[config.mk]
export PLATFORM = sky130hd
export DESIGN_NAME = vga_timing_gen
export DESIGN_NICKNAME = d
export VERILOG_FILES = /design/src/rtl/vga_pkg.sv /design/src/rtl/vga_delay_line.sv /design/src/rtl/vga_timing_gen.sv
export SDC_FILE = /design/constraint.sdc
export NUM_CORES = 1
export LEC_CHECK = 0
export ABC_CLOCK_PERIOD_IN_PS = 3260
export CORE_ASPECT_RATIO = 1.4
export CORE_MARGIN = 5
export CORE_UTILIZATION = 53
export DETAILED_ROUTE_END_ITERATION = 6
export GPL_TIMING_DRIVEN = 0
export PLACE_DENSITY = 0.8
export SYNTH_ARGS = -nofsm -noshare
export SYNTH_HDL_FRONTEND = slang
export SYNTH_SLANG_ARGS = --single-unit
[constraint.sdc]
create_clock -name vga_clk -period 3.26 [get_ports vga_clk]
set_input_delay 0.326 -clock vga_clk [delete_from_list [all_inputs] [get_ports vga_clk]]
set_output_delay 0.326 -clock vga_clk [all_outputs]
set_load 0.01 [all_outputs]
[src/rtl/vga_pkg.sv]
// Shared 640x480@60 raster timing defaults, coordinate type and decode helper.
package vga_pkg;

  localparam int unsigned COORD_W   = 10;
  localparam int unsigned COORD_MAX = 1 << COORD_W;

  localparam int unsigned DEF_H_VISIBLE = 640;
  localparam int unsigned DEF_H_FP      = 16;
  localparam int unsigned DEF_H_SYNC    = 96;
  localparam int unsigned DEF_H_BP      = 48;
  localparam int unsigned DEF_V_VISIBLE = 480;
  localparam int unsigned DEF_V_FP      = 10;
  localparam int unsigned DEF_V_SYNC    = 2;
  localparam int unsigned DEF_V_BP      = 33;

  localparam int unsigned DEF_H_TOTAL = DEF_H_VISIBLE + DEF_H_FP + DEF_H_SYNC + DEF_H_BP;
  localparam int unsigned DEF_V_TOTAL = DEF_V_VISIBLE + DEF_V_FP + DEF_V_SYNC + DEF_V_BP;

  localparam int unsigned DEF_PIPE_DLY = 2;

  typedef logic [COORD_W-1:0] coord_t;

  // Half-open window test done at 32 bits so a window ending at 1024 still works.
  function automatic logic in_range(input int unsigned v, input int unsigned lo,
                                    input int unsigned hi);
    return (v >= lo) && (v < hi);
  endfunction

endpackage

[src/rtl/vga_delay_line.sv]
// Fixed-depth shift register with a synchronous reset value; DEPTH of 0 is a wire.
module vga_delay_line #(
  parameter int unsigned          WIDTH     = 1,
  parameter int unsigned          DEPTH     = 2,
  parameter logic [WIDTH-1:0]     RESET_VAL = '0
) (
  input  logic             i_clk,
  input  logic             i_reset,
  input  logic [WIDTH-1:0] i_data,
  output logic [WIDTH-1:0] o_data
);

  if (DEPTH == 0) begin : g_bypass
    assign o_data = i_data;
  end else begin : g_pipe
    logic [WIDTH-1:0] r_stage [DEPTH];

    always_ff @(posedge i_clk) begin
      if (i_reset) begin
        for (int unsigned i = 0; i < DEPTH; i++) r_stage[i] <= RESET_VAL;
      end else begin
        r_stage[0] <= i_data;
        for (int unsigned i = 1; i < DEPTH; i++) r_stage[i] <= r_stage[i-1];
      end
    end

    assign o_data = r_stage[DEPTH-1];
  end

endmodule

[src/rtl/vga_timing_gen.sv]
// Free-running VGA raster generator: DrawX/DrawY, blank, active-low syncs and frame strobes.
// Define VGA_PIPE_ALIGN_EN to delay hs/vs/blank by PIPE_DLY cycles for pipelined renderers.
module vga_timing_gen
  import vga_pkg::*;
#(
  parameter int unsigned H_VISIBLE = DEF_H_VISIBLE,
  parameter int unsigned H_FP      = DEF_H_FP,
  parameter int unsigned H_SYNC    = DEF_H_SYNC,
  parameter int unsigned H_BP      = DEF_H_BP,
  parameter int unsigned V_VISIBLE = DEF_V_VISIBLE,
  parameter int unsigned V_FP      = DEF_V_FP,
  parameter int unsigned V_SYNC    = DEF_V_SYNC,
  parameter int unsigned V_BP      = DEF_V_BP,
  parameter int unsigned PIPE_DLY  = DEF_PIPE_DLY
) (
  input  logic   vga_clk,
  input  logic   reset,
  output coord_t DrawX,
  output coord_t DrawY,
  output logic   blank,
  output logic   hs,
  output logic   vs,
  output logic   frame_start,
  output logic   vblank_start
);

  localparam int unsigned H_TOTAL   = H_VISIBLE + H_FP + H_SYNC + H_BP;
  localparam int unsigned V_TOTAL   = V_VISIBLE + V_FP + V_SYNC + V_BP;
  localparam int unsigned H_SYNC_LO = H_VISIBLE + H_FP;
  localparam int unsigned H_SYNC_HI = H_VISIBLE + H_FP + H_SYNC;
  localparam int unsigned V_SYNC_LO = V_VISIBLE + V_FP;
  localparam int unsigned V_SYNC_HI = V_VISIBLE + V_FP + V_SYNC;
  localparam coord_t      H_LAST    = coord_t'(H_TOTAL - 1);
  localparam coord_t      V_LAST    = coord_t'(V_TOTAL - 1);

  if (H_TOTAL > COORD_MAX || V_TOTAL > COORD_MAX || PIPE_DLY > 16) begin : g_bad_timing
    $error("vga_timing_gen: totals must fit 10-bit coordinates and PIPE_DLY <= 16");
  end

  coord_t r_hc;
  coord_t r_vc;
  logic   r_blank;
  logic   r_hs;
  logic   r_vs;
  logic   r_frame_start;
  logic   r_vblank_start;

  logic   w_h_last;
  logic   w_v_last;
  coord_t w_hc_nxt;
  coord_t w_vc_nxt;

  // Next raster position; the decodes below are taken from it so they line up with DrawX/DrawY.
  always_comb begin
    w_h_last = (r_hc == H_LAST);
    w_v_last = (r_vc == V_LAST);
    w_hc_nxt = w_h_last ? '0 : r_hc + coord_t'(1);
    w_vc_nxt = r_vc;
    if (w_h_last) w_vc_nxt = w_v_last ? '0 : r_vc + coord_t'(1);
  end

  // Reset parks on the last back-porch pixel so release lands exactly on (0,0).
  always_ff @(posedge vga_clk) begin
    if (reset) begin
      r_hc           <= H_LAST;
      r_vc           <= V_LAST;
      r_blank        <= 1'b0;
      r_hs           <= 1'b1;
      r_vs           <= 1'b1;
      r_frame_start  <= 1'b0;
      r_vblank_start <= 1'b0;
    end else begin
      r_hc           <= w_hc_nxt;
      r_vc           <= w_vc_nxt;
      r_blank        <= (32'(w_hc_nxt) < H_VISIBLE) && (32'(w_vc_nxt) < V_VISIBLE);
      r_hs           <= !in_range(32'(w_hc_nxt), H_SYNC_LO, H_SYNC_HI);
      r_vs           <= !in_range(32'(w_vc_nxt), V_SYNC_LO, V_SYNC_HI);
      r_frame_start  <= (w_hc_nxt == '0) && (w_vc_nxt == '0);
      r_vblank_start <= (w_hc_nxt == '0) && (32'(w_vc_nxt) == V_VISIBLE);
    end
  end

  assign DrawX        = r_hc;
  assign DrawY        = r_vc;
  assign frame_start  = r_frame_start;
  assign vblank_start = r_vblank_start;

`ifdef VGA_PIPE_ALIGN_EN
  logic [2:0] w_dly_out;

  // Delay {blank,hs,vs} to match the renderer's ROM read plus colour register.
  vga_delay_line #(
    .WIDTH     (3),
    .DEPTH     (PIPE_DLY),
    .RESET_VAL (3'b011)
  ) u_sync_dly (
    .i_clk   (vga_clk),
    .i_reset (reset),
    .i_data  ({r_blank, r_hs, r_vs}),
    .o_data  (w_dly_out)
  );

  assign blank = w_dly_out[2];
  assign hs    = w_dly_out[1];
  assign vs    = w_dly_out[0];
`else
  assign blank = r_blank;
  assign hs    = r_hs;
  assign vs    = r_vs;
`endif

endmodule

# After elaboration in Yosys (flattened, before gate mapping)

Index checks and enable logic that the tools add are counted.

Bits in writable memories: 0
Register bits: 25
Memory bits (read-only): 0
Latch bits: 0
Word-level logic and storage cells: 30
Memories: 0
Output and inout bits: 25

Mux-type cells: 3
Magnitude comparators: 6
Multipliers: 0
Add/sub/neg operators: 2
Shifts and indexed selects: 0
Divide/modulo/power cells: 0
Bitwise operators: 0
Reduce and logical (&&, ||, !) cells: 9
Eq/ne operators: 3

Operators with widths:

| cell                                                               | number |
|---|---|
| two-way mux 10 bit                                                 | 3 |
| adder 10 x 1 -> 10 bit, second input constant                      | 2 |
| equality test 10 bit, second input constant                        | 2 |
| logical NOT 10 bit                                                 | 2 |
| < comparator 10 bit, second input constant                         | 2 |
| < comparator 10 x 9 -> 1 bit, second input constant                | 2 |
| equality test 10 x 9 -> 1 bit, second input constant               | 1 |
| greater-or-equal comparator 10 bit, second input constant          | 1 |
| greater-or-equal comparator 10 x 9 -> 1 bit, second input constant | 1 |
| logical AND 1 bit                                                  | 5 |
| logical NOT 1 bit                                                  | 2 |

# Longest topological paths before layout

Gate-level depths: netlist of the first run.

Word-level depth: 6
Mapped depth: 9
Gate-level depth less buffers: 7

# Least setup slack after synthesis of the first run

Ideal clock, no wire load.

Kind: reg2reg
Start point: reg r_hc[0], in the netlist DrawX[0]
End point: reg r_vblank_start, in the netlist vblank_start
Data arrival time: 2.373 ns
Setup slack: 0.825 ns
Cell stages (with the launch flop): 7
Period minus slack after synthesis: 2.435 ns
Path buffers: 0
Cells stage by stage: dfxtp_1 ha_1 nand4_4 or3_4 or4_4 a222oi_1 and4b_1

Word-level cells in the longest chain between the ends: 4

RTL lines:

| item                                                                       | line                                       | source |
|---|---|---|
| from (decl)                                                                | vga_timing_gen.sv:40                       | `coord_t r_hc;` |
| from (signal assigned)                                                     | vga_timing_gen.sv:73                       | `r_hc <= w_hc_nxt;` |
| adder 10 x 1 -> 10 bit / equality test 10 bit (equally long branches)      | vga_timing_gen.sv:57, vga_timing_gen.sv:55 |  |
| two-way mux 10 bit, on equally long branches                               | vga_timing_gen.sv:57, vga_timing_gen.sv:59 |  |
| logical NOT 10 bit / equality test 10 x 9 -> 1 bit (equally long branches) | vga_timing_gen.sv:79                       | `r_vblank_start <= (w_hc_nxt == '0) && (32'(w_vc_nxt) == V_VISIBLE);` |
| logical AND 1 bit (*)                                                      | vga_timing_gen.sv:79                       |  |
| to (signal assigned)                                                       | vga_timing_gen.sv:79                       |  |
| to (decl)                                                                  | vga_timing_gen.sv:46                       | `logic r_vblank_start;` |

Mark *: on every way between the ends. The rest lies on a longest branch, timed or not.
A chain may end at the register's enable or synchronous reset.

# Worst setup path in the final report of the first run

Ends and elaborated chain as after synthesis.

==> metrics.cfg, run 1 <==
[outcome]
status=complete, no violations

[cells_and_area]
final_cell_mix=dfxtp_1, clkdlybuf4s50_1, nor2_1
nets=229
drive_gt1_frac=0.0852
post-route-util=0.674
diodes=0
syn_to_final_growth_pct=21.5

[setup_path]
r2r_slack_ns=0.34
crit_type=reg -> reg
ff2ff_path_depth=6
cp-start-kind=flip-flop
critPathMaxFanout=9
crit_path_end_kind=flip-flop
timing.rr.end=vblank_start$_SDFF_PP0_
cp.required_ns=3.47
reg2reg_from=DrawX[0]$_SDFF_PP1_
arrival_ns=3.13

[floorplanning]
die_area_um2=4230
die_h_um=75.0
rows=23
core_um2=2880
ios=27
start_util=0.555
die_w_um=56.4

[sta]
final-setup-viol-count=0
slew-limit-headroom=0.279
max_freq_ghz=0.343
worst_slew_pin_slew_ns=1.07
slew_viol_final=0
worst_clock_skew_ns=0.00770
setup_ws_ns=0.341
grt_setup_unrepaired=no
fin_crit_ns=2.92
min_period_over_period=0.896
hold_violations=0
finalSetupTns_ns=0

[clock_tree]
cts_buffers=3
post-cts-setup-buffers=0
cts.htree.levels=1
cts_sinks=25
cts_tree=done
cts-resized-gates=0
clk_pin_slew_ns=0.09
clock_path_buffers=2
cts_hold_buf=0
worstSkewPairLatency_ns=0.27
cts-root-buf=clkbuf_8

[logic_synthesis]
synth_fp_nets=199
yosysUniqueCellTypes=53
synthCells=194
ys_ff_latch=25
ys.flop_type=dfxtp_1
synth_edf_count=0
syn_avg_cell_area_um2=8.24
async_flop_share=0
syn_area_um2=1600
yosysWarnings=0
synth_seq_area_share=0.313

[placed_design]
dp_slack_ns=0.461
port_buffers=25
routabilityCongestion=0.856
dpl.hpwl_um=3350

[global_routing]
grt_usage=0.223
grt_pass1_wl_um=7570
grt_pass1_vias=1689
grt_max_degree=15
grt_overflow=0
antenna_found_initial=0

[drt]
drt_iter0_drc=73
firstDrtPassIters=4
post_drt_wl_per_cell_um=16.8
drc_errors=0
vias=1616
vias_per_cell=6.22
drt-total-wl_um=4370
postRouteAntennaNets=0

[worst_hold_path]
hp-class=in -> reg
hold_depth=2
holdPathEnd=DrawY[2]$_SDFF_PP1_
holdCritStartpoint=reset

[power_and_ir_drop]
ir_worst_vdd_mv=0.551
p_int_w=0.000872
power.leakage_nw=0.656
power_density_nw_per_um2=816
swShare=0.449
pwr-share-clk=0.114
pwr-share-comb=0.591
power_w=0.00158
seq_power_share=0.294
power_switching_w=0.000712

[flow_run]
drv_cap=0

-- kinds of logic (layout without fill, tap and decap cells) --
kind of cell / after synthesis / in the layout / share of synthesized area
multiplexers: 3 / 3 / 0.0196
flip-flops: 25 / 25 / 0.313
AND/OR/NAND/NOR: 80 / 80 / 0.305
XOR/XNOR: 9 / 9 / 0.0493
buffers and inverters: 23 / 52 / 0.0626
AO/OA/AOI/OAI: 51 / 51 / 0.226
adder cells (fa/ha/maj): 3 / 3 / 0.0235
-- power groups by stage --
stage / clock [W] / sequential, W / combinational [W]
final: 0.000181 / 0.000466 / 0.000937
after global routing: 0.000203 / 0.000482 / 0.00102
after CTS: 0.000188 / 0.000465 / 0.000930
after detailed placement: 0 / 0.000472 / 0.000924
after global placement: 0 / 0.000468 / 0.000916
after floorplan: 0 / 0.000485 / 0.000608
-- final cells by class --
cell class	instances	area, µm²
clock inverters	1	5.00
plain buffers	15	70.1
well taps	37	46.3
fillers	266	937
repair buffers	25	250
flip-flops and latches	25	500
inverters	8	30.0
clock buffers	3	41.3
multi-input cells	146	997
-- stage by stage --
| stage | cells | hold WS, ns | area [µm²] |
|---|---|---|---|
| floorplan | 194 | 0.506 | 1600 |
| global placement | 256 | 0.484 | 1890 |
| detailed placement | 256 | 0.490 | 1890 |
| CTS | 260 | 0.408 | 1940 |
| global route | 260 | 0.408 | 1940 |
| finish | 260 | 0.411 | 1940 |
-- critical path, cell delays in order, from the launching register on --
cell and delay [ns]:
dfxtp_1 0.40, ha_1 0.32, nand4_4 0.20, nor3_1 0.86, nand4_1 0.30, a222oi_1 0.52, and4b_1 0.26
-- worst max path at each step --
stage | startpoint | cells past startpoint | end | slack, ns
floorplan | DrawX[0]$_SDFF_PP1_ | 6 | vblank_start$_SDFF_PP0_ | 0.82
global placement | DrawX[0]$_SDFF_PP1_ | 6 | vblank_start$_SDFF_PP0_ | 0.59
detailed placement | DrawX[0]$_SDFF_PP1_ | 6 | vblank_start$_SDFF_PP0_ | 0.46
CTS | DrawX[0]$_SDFF_PP1_ | 6 | vblank_start$_SDFF_PP0_ | 0.45
global route | DrawX[0]$_SDFF_PP1_ | 6 | vblank_start$_SDFF_PP0_ | 0.09
finish | DrawX[0]$_SDFF_PP1_ | 6 | vblank_start$_SDFF_PP0_ | 0.34
-- Yosys cell counts (2+ instances only) --
cell / number / share of area
and4_1: 3 / 0.016
nor2_1: 13 / 0.031
a21oi_1: 7 / 0.022
o41ai_1: 3 / 0.016
and4b_1: 2 / 0.013
and2_1: 2 / 0.0078
o21ai_0: 9 / 0.028
or2_2: 3 / 0.012
o311ai_0: 2 / 0.011
inv_1: 8 / 0.019
buf_2: 5 / 0.016
a31oi_1: 4 / 0.016
a221oi_1: 2 / 0.011
nand3_1: 11 / 0.034
a21o_1: 3 / 0.014
a211o_1: 2 / 0.011
nand2_1: 11 / 0.026
clkbuf_1: 9 / 0.021
and3_1: 3 / 0.012
nand4_1: 2 / 0.0078
or3_1: 2 / 0.0078
nor3_1: 10 / 0.031
nand4b_1: 2 / 0.011
xor2_1: 3 / 0.016
o31ai_1: 2 / 0.0094
xnor2_1: 6 / 0.033
ha_1: 3 / 0.023
a211oi_1: 5 / 0.023
dfxtp_1: 25 / 0.31
nand2b_1: 5 / 0.020
nor4_1: 3 / 0.012
mux2i_1: 2 / 0.013
a21boi_0: 2 / 0.0094
-- sequential cells by signal (all words and copies together), names as in the netlist --
name / count
DrawX: 10
DrawY: 10
blank: 1
frame_start: 1
hs: 1
vblank_start: 1
vs: 1
-- metal layers --
metal | global-route usage | routed length, µm | up-vias
li1 | - | - | 786
met1 | 0.235 | 1740 | 774
met2 | 0.451 | 2350 | 46
met3 | 0.0223 | 169 | 10
met4 | 0.0897 | 102 | 0
met5 | 0 | 0 | -
Note: power is estimated with default switching activity, not from simulation.
==> run 2, diff against run 1 <==
--- a/config.mk
+++ b/config.mk
@@ -12,6 +12,7 @@
 export DETAILED_ROUTE_END_ITERATION = 6
 export GPL_TIMING_DRIVEN = 0
 export PLACE_DENSITY = 0.8
+export REMOVE_ABC_BUFFERS = 1
 export SYNTH_ARGS = -nofsm -noshare
 export SYNTH_HDL_FRONTEND = slang
 export SYNTH_SLANG_ARGS = --single-unit
==> run 2 against run 1 <==
Clock power grew 2%. Utilization shrank 2.1 points. Power shrank 2.3%. Final cell count shrank 5.4%. Highest routed layer unchanged. Register-to-register slack lost 0.11 ns. Largest cell class unchanged. Global-route usage shrank 1.5 points. First-iteration DRC count grew 22%. Die area is the same. Critical path type unchanged. Setup slack lost 0.11 ns. Maximum frequency shrank 3.8%. Sequential share of layout area grew 0.84 points.
==> metrics.cfg, run 2 (synthesis gave the netlist of run 1 again) <==
[power_and_ir_drop]
power_density_nw_per_um2=824
power_w=0.00155
power.leakage_nw=0.620
ir_worst_vdd_mv=0.644

[sta]
final-setup-viol-count=0
slew_viol_final=0
min_period_over_period=0.931
hold_ws_ns=0.515
hold_violations=0
fin_crit_ns=3.03
max_freq_ghz=0.330
finalSetupTns_ns=0
slew-limit-headroom=0.217
worst_clock_skew_ns=0.00445
grt_setup_unrepaired=no
worst_slew_pin_slew_ns=1.17

[setup_path]
cp-startpoint=DrawX[0]$_SDFF_PP1_
worst-path-buf-inv=0
critPathSlowestCell=nor3_1
timing.critical_path.cells=ha_1 > nand4_4 > nor3_1 > nand4_1 > a222oi_1 > and4b_1
crit_type=reg -> reg
arrival_ns=3.24
reg2reg_from=DrawX[0]$_SDFF_PP1_
cp.required_ns=3.47
ff2ff_path_depth=6
cp-start-kind=flip-flop
critPathMaxFanout=9
timing.rr.end=vblank_start$_SDFF_PP0_
slowest_delay_ns=0.94
cp_top_family=simple AND/OR/NAND/NOR gates
r2r_slack_ns=0.23
crit_path_end_kind=flip-flop

[clock_tree]
cts_tree=done
post-cts-setup-buffers=0
worstSkewPairLatency_ns=0.27
cts_hold_buf=0
cts-resized-gates=0
cts-root-buf=clkbuf_8
clock_path_buffers=2
cts.htree.levels=1
clk_pin_slew_ns=0.09
cts_sinks=25
cts_buffers=3

[cells_and_area]
drive_gt1_frac=0.0574
final_common_cell=clkdlybuf4s50_1
syn_to_final_growth_pct=17.6
diodes=0
final_cell_mix=clkdlybuf4s50_1, dfxtp_1, nor2_1
fillers=263
post-route-util=0.653
nets=215
final_cells=246

[placed_design]
routabilityCongestion=0.900
port_buffers=26
dpl.hpwl_um=3020
post-place-cells=242

[floorplanning]
core_um2=2880
rows=23
die_area_um2=4230
start_util=0.555
die_w_um=56.4
ios=27
die_h_um=75.0

[drt]
postRouteAntennaNets=0
drt_iter0_drc=89
firstDrtPassIters=4
post_drt_wl_per_cell_um=16.9
drc_errors=0
vias=1594
drt-total-wl_um=4160
vias_per_cell=6.48

[worst_hold_path]
hp-class=reg -> reg
hold_depth=1
holdPathEnd=DrawX[0]$_SDFF_PP1_
holdCritStartpoint=DrawX[0]$_SDFF_PP1_

[global_routing]
grt_pass1_wl_um=7110
grt_max_degree=23
grt_usage=0.209
antenna_found_initial=0
grt_overflow=0
grt_pass1_vias=1535

[outcome]
status=complete, no violations

[flow_run]
drv_cap=0

## run 2: worst max-delay path by stage
stage	to	depth (start not counted)	slack, ns
after floorplan	vblank_start$_SDFF_PP0_	6	0.72
after global routing	vblank_start$_SDFF_PP0_	6	0.002
after detailed placement	vblank_start$_SDFF_PP0_	6	0.33
after global placement	vblank_start$_SDFF_PP0_	6	0.39
after CTS	vblank_start$_SDFF_PP0_	6	0.31
final	vblank_start$_SDFF_PP0_	6	0.23
## run 2: per-stage QoR
| step | instance area [µm²] | setup WS, ns |
|---|---|---|
| CTS | 1880 | 0.306 |
| detailed placement | 1830 | 0.331 |
| global placement | 1830 | 0.394 |
| global route | 1880 | 0.00154 |
| finish | 1880 | 0.226 |
| floorplan | 1530 | 0.721 |
## run 2: worst register-to-register path, stage by stage (launching register included)
cell      delay [ns]
dfxtp_1         0.40
ha_1            0.31
nand4_4         0.21
nor3_1          0.94
nand4_1         0.29
a222oi_1        0.55
and4b_1         0.28
## run 2: layout make-up
type | instances | area (µm²) | area share
clock buffer | 4 | 45.0 | 0.0240
inverter | 8 | 30.0 | 0.0160
multi-input combinational | 146 | 997 | 0.531
sequential | 25 | 500 | 0.266
tap | 37 | 46.3 | 0.0246
timing repair buffer | 26 | 260 | 0.138
## run 2: routing by layer
layer,track usage,routed length [µm]
met1,0.242,1650
met2,0.373,2140
met3,0.0360,271
met4,0.103,99
met5,0,0
## run 2: power breakdown
part	internal [W]	leakage, nW	switching [W]
registers	0.000371	0.204	0.000153
clock network	0.0000874	0.0228	0.0000975
logic	0.000391	0.393	0.000448
total	0.000849	0.620	0.000699
==> run 3, diff against run 2 <==
--- a/config.mk
+++ b/config.mk
@@ -5,7 +5,7 @@
 export SDC_FILE = /design/constraint.sdc
 export NUM_CORES = 1
 export LEC_CHECK = 0
-export ABC_CLOCK_PERIOD_IN_PS = 3260
+export CAP_MARGIN = 20
 export CORE_ASPECT_RATIO = 1.4
 export CORE_MARGIN = 5
 export CORE_UTILIZATION = 53
==> run 3 against run 2 <==
Non-clock buffer count grew 1. Routed wire length grew 0.48%. Global-route usage is the same. Hold slack gained 0.00061 ns. Maximum frequency grew 4.2%. Flip-flop and latch count is the same. Power grew 0.77%. Clock-buffer cell count is the same. Setup slack gained 0.12 ns. Critical endpoint unchanged. Largest cell class unchanged.
==> metrics.cfg, run 3 (synthesis gave the netlist of run 1 again) <==
[clock_tree]
clk_pin_slew_ns=0.09
clock_path_buffers=2
cts-resized-gates=0
cts.htree.levels=1
worstSkewPairLatency_ns=0.27
cts-root-buf=clkbuf_8
cts_hold_buf=0
cts_sinks=25
cts_buffers=3
cts_tree=done
post-cts-setup-buffers=0

[worst_hold_path]
holdCritStartpoint=DrawX[0]$_SDFF_PP1_
holdPathEnd=DrawX[0]$_SDFF_PP1_
hp-class=reg -> reg
hold_depth=1

[cells_and_area]
postLayoutCellArea_um2=1880
nets=216
final_common_cell=clkdlybuf4s50_1
final_cell_mix=clkdlybuf4s50_1, dfxtp_1, nor2_1
ff_latch_area_um2=500
syn_to_final_growth_pct=17.9
drive_gt1_frac=0.0619
multiInputGateArea_um2=997
diodes=0
fillers=262

[setup_path]
arrival_ns=3.12
crit_path_end_kind=flip-flop
r2r_slack_ns=0.35
critPathMaxFanout=22
ff2ff_path_depth=6
critPathSlowestCell=a222oi_1
cp-start-kind=flip-flop
slowest_delay_ns=0.59
crit_type=reg -> reg
cp.required_ns=3.47
reg2reg_from=DrawX[0]$_SDFF_PP1_
timing.rr.end=vblank_start$_SDFF_PP0_
cp-startpoint=DrawX[0]$_SDFF_PP1_
timing.critical_path.cells=ha_1 > nand4_4 > or3_4 > or4_4 > a222oi_1 > and4b_1

[sta]
max_freq_ghz=0.343
hold_ws_ns=0.516
hold_violations=0
final-setup-viol-count=0
worst_slew_pin_slew_ns=0.629
slew_viol_final=0
worst_clock_skew_ns=0.00297
fin_crit_ns=2.91
min_period_over_period=0.893
finalSetupTns_ns=0
slew-limit-headroom=0.579
grt_setup_unrepaired=no

[power_and_ir_drop]
power_density_nw_per_um2=828
ir_worst_vdd_mv=0.599
power.leakage_nw=0.625

[placed_design]
routabilityCongestion=0.900
dpl.hpwl_um=3020
port_buffers=26
postPlaceCellArea_um2=1830

[floorplanning]
die_area_um2=4230
ios=27
die_h_um=75.0
die_w_um=56.4
core_um2=2880
start_util=0.555
rows=23

[global_routing]
grt_max_degree=23
grt_overflow=0
grt_pass1_vias=1535
grt_usage=0.209
antenna_found_initial=0
grt_pass1_wl_um=7110

[drt]
postRouteAntennaNets=0
wl_met2_um=2090
drt_iter0_drc=92
dr_wl_met3_um=328
vias=1601
post_drt_wl_per_cell_um=16.9
drt-total-wl_um=4180
drc_errors=0
vias_per_cell=6.48
wl_met1_um=1650
firstDrtPassIters=5
maxUsedRoutingLayer=met4

[flow_run]
drv_cap=0

[outcome]
status=complete, no violations

[run 3: cell types whose count changed in the layout (fill, tap and decap cells not counted), sizes merged]
cell	delta
buf	+1
[run 3: worst max-delay path by stage]
stage,to,slack (ns),cells past startpoint
floorplan,vblank_start$_SDFF_PP0_,0.72,6
global placement,vblank_start$_SDFF_PP0_,0.39,6
detailed placement,vblank_start$_SDFF_PP0_,0.33,6
CTS,vblank_start$_SDFF_PP0_,0.31,6
global route,vblank_start$_SDFF_PP0_,0.26,6
finish,vblank_start$_SDFF_PP0_,0.35,6
[run 3: metrics by stage]
stage | total power [W] | setup slack (ns) | utilization | cells
final | 0.00156 | 0.349 | 0.655 | 247
after global routing | 0.00167 | 0.260 | 0.655 | 247
after CTS | 0.00155 | 0.306 | 0.653 | 246
after detailed placement | 0.00136 | 0.331 | 0.637 | 242
after global placement | 0.00132 | 0.394 | 0.637 | 242
after floorplan | 0.00106 | 0.721 | - | 179
[run 3: critical path, delay by kind of cell (launching register included)]
family / cells / cell delay (ns)
AND/OR/NAND/NOR: 4 / 1.53
AO/OA/AOI/OAI: 1 / 0.59
flip-flops: 1 / 0.40
adder cells (fa/ha/maj): 1 / 0.32
[run 3: per-layer routing]
layer,vias up,GRT usage
met1,744,0.242
met2,85,0.373
met4,0,0.103
li1,761,-
met3,11,0.0360
met5,-,0
[run 3: layout make-up]
cell class	count	area share
Sequential cell	25	0.266
Inverter	8	0.0159
Multi-Input combinational cell	146	0.529
Timing Repair Buffer	27	0.141
Clock buffer	4	0.0239
Tap cell	37	0.0246
[run 3: report_power, final]
part | total [W] | internal, W | switching, W
registers | 0.000526 | 0.000371 | 0.000155
clock network | 0.000187 | 0.0000875 | 0.000100
logic | 0.000846 | 0.000396 | 0.000451
